==> src/rtl/esp32_prog_sequencer.sv <==
// ESP32 auto-program sequencer: turns the FTDI DTR#/RTS# handshake into EN/GPIO0 strap
// timing with an enforced minimum reset pulse and a timed strap window.
module esp32_prog_sequencer #(
  parameter int C_release_bits = 17,
  parameter int C_min_reset    = 250,
  parameter int C_sync_stages  = 2
) (
  input  logic       clk_25mhz,
  input  logic       reset,
  input  logic       ftdi_ndtr,
  input  logic       ftdi_nrts,
  input  logic       btn_hold_n,
  output logic       wifi_en,
  output logic       wifi_gpio0,
  output logic       prog_window,
  output logic       strap_done,
  output logic [1:0] state,
  output logic [7:0] prog_count
);

  typedef enum logic [1:0] {
    ST_IDLE  = 2'b00,
    ST_RST   = 2'b01,
    ST_STRAP = 2'b10,
    ST_BAD   = 2'b11
  } state_t;

  localparam int              WC_W    = C_release_bits + 1;
  localparam logic [15:0]     RC_LOAD = 16'(C_min_reset - 1);
  localparam logic [WC_W-1:0] WC_ONE  = WC_W'(1);

  // Maps synchronized {DTR#, RTS#} to the requested {EN, GPIO0} levels.
  function automatic logic [1:0] decode_lines(input logic [1:0] s);
    logic [1:0] d;
    case (s)
      2'b10:   d = 2'b01;
      2'b01:   d = 2'b10;
      default: d = 2'b11;
    endcase
    return d;
  endfunction

  logic [C_sync_stages-1:0] dtr_sync_r;
  logic [C_sync_stages-1:0] rts_sync_r;
  logic [C_sync_stages-1:0] btn_sync_r;

  logic [1:0]      s_s;
  logic [1:0]      d_s;
  logic            b_s;

  state_t          state_r;
  state_t          state_nxt_s;
  logic [15:0]     rc_r;
  logic [15:0]     rc_nxt_s;
  logic [WC_W-1:0] wc_r;
  logic [WC_W-1:0] wc_nxt_s;
  logic [WC_W-1:0] wc_inc_s;
  logic [7:0]      count_r;
  logic [7:0]      count_nxt_s;
  logic            en_r;
  logic            en_nxt_s;
  logic            gpio0_r;
  logic            gpio0_nxt_s;
  logic            window_r;
  logic            done_r;
  logic            done_nxt_s;

  // Input synchronizers; idle level is high so reset leaves every line inactive.
  always_ff @(posedge clk_25mhz or posedge reset) begin
    if (reset) begin
      dtr_sync_r <= {C_sync_stages{1'b1}};
      rts_sync_r <= {C_sync_stages{1'b1}};
      btn_sync_r <= {C_sync_stages{1'b1}};
    end else begin
      dtr_sync_r <= {dtr_sync_r[C_sync_stages-2:0], ftdi_ndtr};
      rts_sync_r <= {rts_sync_r[C_sync_stages-2:0], ftdi_nrts};
      btn_sync_r <= {btn_sync_r[C_sync_stages-2:0], btn_hold_n};
    end
  end

  assign s_s      = {dtr_sync_r[C_sync_stages-1], rts_sync_r[C_sync_stages-1]};
  assign d_s      = decode_lines(s_s);
  assign b_s      = btn_sync_r[C_sync_stages-1];
  assign wc_inc_s = wc_r + WC_ONE;

  // Next-state, counter and next-output decode; outputs follow the state being entered.
  always_comb begin
    state_nxt_s = state_r;
    rc_nxt_s    = rc_r;
    wc_nxt_s    = wc_r;
    count_nxt_s = count_r;
    en_nxt_s    = d_s[1];
    gpio0_nxt_s = d_s[0] & b_s;
    done_nxt_s  = 1'b0;
    case (state_r)
      ST_IDLE: begin
        if (d_s == 2'b01) begin
          state_nxt_s = ST_RST;
          rc_nxt_s    = RC_LOAD;
          en_nxt_s    = 1'b0;
        end else begin
          state_nxt_s = ST_IDLE;
        end
      end
      ST_RST: begin
        if (rc_r != 16'd0) begin
          rc_nxt_s = rc_r - 16'd1;
          en_nxt_s = 1'b0;
        end else if (d_s == 2'b01) begin
          en_nxt_s = 1'b0;
        end else if ((d_s == 2'b10) || !b_s) begin
          state_nxt_s = ST_STRAP;
          wc_nxt_s    = '0;
          count_nxt_s = (count_r == 8'hFF) ? 8'hFF : count_r + 8'd1;
        end else begin
          state_nxt_s = ST_IDLE;
        end
      end
      ST_STRAP: begin
        // A new reset request aborts the window before the timeout is considered.
        if (d_s == 2'b01) begin
          state_nxt_s = ST_RST;
          rc_nxt_s    = RC_LOAD;
          en_nxt_s    = 1'b0;
        end else if (wc_inc_s[C_release_bits]) begin
          state_nxt_s = ST_IDLE;
          wc_nxt_s    = wc_inc_s;
          done_nxt_s  = 1'b1;
        end else begin
          wc_nxt_s = wc_inc_s;
        end
      end
      default: begin
        state_nxt_s = ST_IDLE;
        en_nxt_s    = 1'b1;
        gpio0_nxt_s = 1'b1;
      end
    endcase
  end

  // State, counters and registered outputs.
  always_ff @(posedge clk_25mhz or posedge reset) begin
    if (reset) begin
      state_r  <= ST_IDLE;
      rc_r     <= 16'd0;
      wc_r     <= '0;
      count_r  <= 8'd0;
      en_r     <= 1'b1;
      gpio0_r  <= 1'b1;
      window_r <= 1'b0;
      done_r   <= 1'b0;
    end else begin
      state_r  <= state_nxt_s;
      rc_r     <= rc_nxt_s;
      wc_r     <= wc_nxt_s;
      count_r  <= count_nxt_s;
      en_r     <= en_nxt_s;
      gpio0_r  <= gpio0_nxt_s;
      window_r <= (state_nxt_s == ST_STRAP);
      done_r   <= done_nxt_s;
    end
  end

  assign wifi_en     = en_r;
  assign wifi_gpio0  = gpio0_r;
  assign prog_window = window_r;
  assign strap_done  = done_r;
  assign state       = state_r;
  assign prog_count  = count_r;

endmodule
==> config.mk <==
export PLATFORM = sky130hd
export DESIGN_NAME = esp32_prog_sequencer
export DESIGN_NICKNAME = d
export VERILOG_FILES = /design/src/rtl/esp32_prog_sequencer.sv
export SDC_FILE = /design/constraint.sdc
export NUM_CORES = 1
export LEC_CHECK = 0
export ABC_AREA = 1
export CAP_MARGIN = 15
export CORE_AREA = 4 4 82 84
export CTS_CLUSTER_SIZE = 25
export DETAILED_ROUTE_END_ITERATION = 8
export DIE_AREA = 0 0 86 88
export PLACE_DENSITY = 0.78
export SLEW_MARGIN = 30
export SYNTH_ARGS = -nofsm -noshare
export SYNTH_HDL_FRONTEND = slang
export SYNTH_SLANG_ARGS = --single-unit
export TNS_END_PERCENT = 5
==> constraint.sdc <==
create_clock -name clk_25mhz -period 2.5 [get_ports clk_25mhz]
set_clock_uncertainty 0.15 [all_clocks]
set_input_delay 0.5 -clock clk_25mhz [delete_from_list [all_inputs] [get_ports clk_25mhz]]
set_output_delay 0.5 -clock clk_25mhz [all_outputs]
set_load 0.01 [all_outputs]
# [Word level (Yosys, flattened, before mapping)]
# Cells that the tools add are included.
[word_totals] register_bits=54 latchBits=0 ram_bits=0 mem_bits_ro=0 inputBits=5 output_inout_bits=14 n_memories=0
[classes] addsub=3 mul=0 div_mod_pow=0 n_lt_le_gt_ge=0 eq_ne=14 shifts=0 muxes=24 bitwise_logic=3 reduce_logical=11
[op_table] operator="2-to-1 mux 18 bit" count=4
[op_table] operator="case mux 18 bit (2 select lines)" count=1
[op_table] operator="2-to-1 mux 16 bit" count=2
[op_table] operator="case mux 16 bit (2 select lines)" count=1
[op_table] operator="adder 18 x 1 -> 18 bit (second input constant)" count=1
[op_table] operator="nonzero test 16 bit" count=1
[op_table] operator="subtractor 16 x 1 -> 16 bit (second input constant)" count=1
[op_table] operator="2-to-1 mux 2 bit" count=5
[op_table] operator="!= test 2 bit (second input constant)" count=5
[op_table] operator="adder 8 x 1 -> 8 bit (second input constant)" count=1
[op_table] operator="equality test 2 bit (second input constant)" count=4
[op_table] operator="equality test 8 bit (second input constant)" count=1
[op_table] operator="2-to-1 mux 8 bit" count=1
[op_table] operator="2-to-1 mux 1 bit" count=7
[op_table] operator="equality test 2 x 1 -> 1 bit (second input constant)" count=3
[op_table] operator="case mux 2 bit (3 select lines)" count=1
[op_table] operator="AND reduction 5 bit" count=1
[op_table] operator="case mux 2 bit (2 select lines)" count=1
[op_table] operator="AND reduction 4 bit" count=1
[op_table] operator="nonzero test 2 bit" count=2
[op_table] operator="AND reduction 3 bit" count=1
[op_table] operator="OR reduction 3 bit" count=1
[op_table] operator="logical NOT 2 bit" count=1
[op_table] operator="!= test 2 x 1 -> 1 bit (second input constant)" count=1
[op_table] operator="other kinds (6)" count=7

# [Depth between registers and ports, before layout]
[logic_depth] word_depth=9 depth_mapped=10 ltp_nobuf=9

# [Worst setup path before layout]
# OpenSTA, ideal clock, no wires.
[synth_path] path_kind="register to register" startpoint="reg rc_r[0]" endpoint="reg wc_r[13]" setup_time_ns=0.118 arrival_time_ns=1.391 path_slack_ns=0.841 stages_incl_launch_ff=11 path_buffers=1 period_less_slack_ns=1.659 path_cell_list="dfrtp_1 > inv_1 > ha_1 > nand2_1 > nor2_2 > nand2_4 > nand2_4 > nand2_2 > buf_6 > nand2_1 > o21ai_2"
[synth_via] elab_chain_len=3
[synth_rtl] element="start: declaration" line_no="53" rtl="logic [15:0] rc_r;"
[synth_rtl] element="start signal: assignment" line_no="154" rtl="rc_r <= rc_nxt_s;"
[synth_rtl] element="nonzero test 16 bit" line_no="106" rtl="if (rc_r != 16'd0) begin"
[synth_rtl] element="!= test 2 bit (no source line)"
[synth_rtl] element="AND reduction 5 bit (no source line)"
[synth_rtl] element="end signal: assignment" line_no="155" rtl="wc_r <= wc_nxt_s;"
[synth_rtl] element="end: declaration" line_no="55" rtl="logic [WC_W-1:0] wc_r;"
# No other way between the ends.
# A chain may end at the register's enable or synchronous reset.

# [Final worst setup path]
[layout_path] startpoint="reg state_r[0], in the netlist state[0]" endpoint="out state[0]"
[layout_lines] element="start: declaration" line_no="51" rtl="state_t state_r;"
[layout_lines] element="start signal: assignment" line_no="153" rtl="state_r <= state_nxt_s;"
[layout_lines] element="end: declaration" line_no="17" rtl="output logic [1:0] state,"
# No word-level cell between the ends.

==> run summary <==
The die extent in y came out at ~88 um. The number of library cell types mapped by synthesis is 31. The instance count after placement with tap cells included is 521. After technology mapping, the gate count stands at about 430.

Of the post-synthesis cell area, the dominant cell type holds a little over a third. The sort of element at the end of the critical path is an output port. The final standard cell area without fillers is 0.003580 mm^2. The global-route usage over all layers is a little under a fifth. The slowest stage of the critical path belongs to the cell sky130_fd_sc_hd__clkdlybuf4s50_1. Data on the critical path arrives at its endpoint at between 1000 and 1500 ps. The final RePlAce weighted congestion is between 0.8 and 0.9. By count the netlist is led by sky130_fd_sc_hd__nand2_1, sky130_fd_sc_hd__inv_1, sky130_fd_sc_hd__nand3_1. Once layout is complete, the cells apart from fillers number between 500 and 600.

The share of synthesized area occupied by flip-flops and latches is 42.68%. The flow ran to the end, and the final reports show no timing, DRC or antenna violations. Summing every instance area after synthesis gives 0.003189 mm^2. The number of buffers inserted by port buffering came out at 18. The number of instances resized during post-cts repair is 0. The static leakage power came out at approximately 1.7 nW. The count of unresolved DRC violations after routing is 0. The horizontal extent of the die is roughly 86 um. Derived from the worst setup path, the maximum achievable clock frequency is approximately 470 MHz.

The synthesized area divided by synthesized cell count came out at about 7.4 um^2. The area added between synthesis and finish came out at 12.24%. The power density relative to cell area is roughly 710 mW/mm^2. The maximum root-to-sink buffer count came out at 2. The number of inserted diodes came out at 0. The detailed-placement wirelength estimate came out at approximately 4400 um. The internal reg-to-reg setup slack came out at approximately 380 ps. The iteration count of the initial detailed-routing pass came out at 4.

Once detail routing completed, the nets flagged for antenna violations numbered 0. The TritonCTS clock tree is built. The clock net sink count is 54. When the netlist entered floorplanning its net count stood at 441.

STA classifies the critical path startpoint as a register. The tree is rooted in a sky130_fd_sc_hd__clkbuf_8. The number of design-rule violations left by the first detailed-router iteration came out at between 100 and 150. Setup violations remaining at the end of the flow were counted as 0.

Yosys instantiated no cell more often than sky130_fd_sc_hd__nand2_1. The hold buffer count at cts came out at 0. The clock-pin transition on the worst setup and hold timing paths came out at roughly 100 ps. The peak ir drop on the vdd network is slightly above 500 uV. The worst setup path is of the register to output port kind. The number of synthesized register bits is 54. The post-route minimum period is 2122 ps. STA puts the critical path data required time at approximately 1900 ps. After floorplanning, the core was divided into 28 placement rows.

The worst hold slack after final layout came out at about 210 ps. The largest net degree at the start of global routing is 55. The number of buffers created by CTS came out at 5. In the final layout, the share of cells above drive strength 1 is between 10% and 20%.

In this run the standard cell core region covers 0.005921 mm^2. The post-route clock period utilization came out at between 80% and 90%. After synthesis, the cell types taking the most area are sky130_fd_sc_hd__dfrtp_1, sky130_fd_sc_hd__nand2_1, sky130_fd_sc_hd__nand3_1. The total power consumption of the routed design came out at 2.533 mW. The overall routed net length came out at around 6000 um. The global-route wire length before repair is roughly 11000 um. The final hold violation count came out at 0.

The via count of the first global-routing pass came out at between 2000 and 2500. Once the clock tree was built, the setup fixing pass inserted 0 buffers. Setup repair after global routing left no endpoint under its margin.

The slew of the pin with the lowest slew margin came out at approximately 710 ps. The relative slew slack is a little over half. In the synthesized netlist the async set-or-reset flop fraction comes to between 90% and 100%. For this design the top-level I/O count stands at 19. The max-cap violation count is 0. The initial antenna violation count is 0. Traced cell by cell, the critical path runs through buf_4, clkdlybuf4s50_1.

The net count reported at finish is ~460. The max-slew violation count is 0. The cell family contributing the most delay on the critical path is buffers and inverters. Of all nets on the critical path, the largest fanout is 13.

The starting density of the core came out at a little over half. After detailed placement, the total cell area comes to between 0.003 and 0.004 mm^2. The total negative setup slack is 0 ps. The most used flip-flop cell after synthesis is sky130_fd_sc_hd__dfrtp_1. The total die area came out at ~0.0076 mm^2. The routed layout has roughly 2700 vias.

The delay of the slowest critical-path stage is 560 ps. The number of vias per cell came out at a little over 5. The sum of buffers and inverters on the critical path is 2. The global-route congestion overflow total is 0.

The Yosys step of the flow raised 0 warnings. The per-cell routed wire length came out at around 12 um. The type of the most critical hold path is register to register. The synthesized design contains 0 enable-type register cells. CTS built an H-tree with a depth of 2. Clock latency on the worst-skew pair, taken at its later pin, is between 300 and 400 ps. The leading area contributor after synthesis is sky130_fd_sc_hd__dfrtp_1.
==> layout by cell type, fill, tap and decap left out <==
master                            count
sky130_fd_sc_hd__clkbuf_8             6
sky130_fd_sc_hd__o21ai_2             13
sky130_fd_sc_hd__dfstp_2              8
sky130_fd_sc_hd__inv_2                2
sky130_fd_sc_hd__buf_4                2
sky130_fd_sc_hd__nand2_2              3
sky130_fd_sc_hd__o22ai_1              1
sky130_fd_sc_hd__nand3_1             49
sky130_fd_sc_hd__inv_1               49
sky130_fd_sc_hd__o21bai_1             4
sky130_fd_sc_hd__nand2_4              2
sky130_fd_sc_hd__o31ai_1              1
sky130_fd_sc_hd__nand3b_1             1
sky130_fd_sc_hd__a21oi_4              1
sky130_fd_sc_hd__nor3_4               1
sky130_fd_sc_hd__dfrtp_1             46
sky130_fd_sc_hd__o21ai_1              6
sky130_fd_sc_hd__nand2_1            144
sky130_fd_sc_hd__or2_2                4
sky130_fd_sc_hd__buf_12               1
sky130_fd_sc_hd__bufinv_16            2
sky130_fd_sc_hd__nor2_4               1
sky130_fd_sc_hd__nor2_1              44
sky130_fd_sc_hd__nor3_1               1
sky130_fd_sc_hd__ha_1                 4
sky130_fd_sc_hd__nand4_1              8
sky130_fd_sc_hd__clkdlybuf4s50_1     18
sky130_fd_sc_hd__nor2_8               1
sky130_fd_sc_hd__nor2_2               4
sky130_fd_sc_hd__o21ai_0             18
sky130_fd_sc_hd__xor2_1               7
sky130_fd_sc_hd__xnor2_1              2
==> per-layer routing <==
layer | global-route usage (%) | routed length (um) | vias to the layer above
met2 | 28.87 | 2781 | 38
li1 | - | - | 1416
met5 | 0 | 0 | -
met4 | 5.180 | 68 | 0
met3 | 4.139 | 193 | 5
met1 | 25.27 | 3058 | 1233
==> cells by family after synthesis <==
family | share of synthesized area (%)
fa+ha+maj | 1.569
buf+inv | 7.924
flops | 42.68
simple gates | 36.13
xor+xnor | 2.472
compound gates | 9.220
==> registers in the layout, indices dropped and copies added, names as in the netlist <==
signal	flops
state	2
prog_window	1
btn_sync_r	2
wifi_en	1
rc_r	16
wifi_gpio0	1
rts_sync_r	2
prog_count	8
dtr_sync_r	2
wc_r	18
strap_done	1
==> per-stage QoR <==
stage	setup WS, ps	utilization (%)
after floorplan	548.7	-
after global placement	469.2	58.05
after detailed placement	400.4	58.05
after global routing	152.3	60.46
after CTS	355.7	60.46
final	377.8	60.46
==> path summary, 6_finish.rpt <==
kind | start | endpoint | depth (start not counted)
max reg2reg | rc_r[0]$_DFFE_PP0P_ | wc_r[6]$_DFFE_PP0P_ | 9
min in group asynchronous | reset | wc_r[7]$_DFFE_PP0P_ | 3
min reg2reg | rts_sync_r[0]$_DFF_PP1_ | rts_sync_r[1]$_DFF_PP1_ | 0
max | state[0]$_DFF_PP0_ | state[0] | 2
max in group asynchronous | reset | rts_sync_r[0]$_DFF_PP1_ | 3
min | rts_sync_r[0]$_DFF_PP1_ | rts_sync_r[1]$_DFF_PP1_ | 0
==> cell type report <==
class	count	area [um^2]
fillers	505	2341
flip-flops and latches	54	1361
well taps	75	93.84
clock buffers	6	82.58
inverters	51	191.4
clock inverters	2	60.06
multi-input cells	320	1575
repair buffers	21	215.2
==> power breakdown <==
group          internal [mW]  leakage, nW  switching (mW)
combinational          0.262        0.935           0.411
clock                  0.427       0.0714           0.277
sequential              1.01        0.700           0.150
total                   1.70         1.71           0.838
Note: power is estimated with default switching activity, not from simulation.
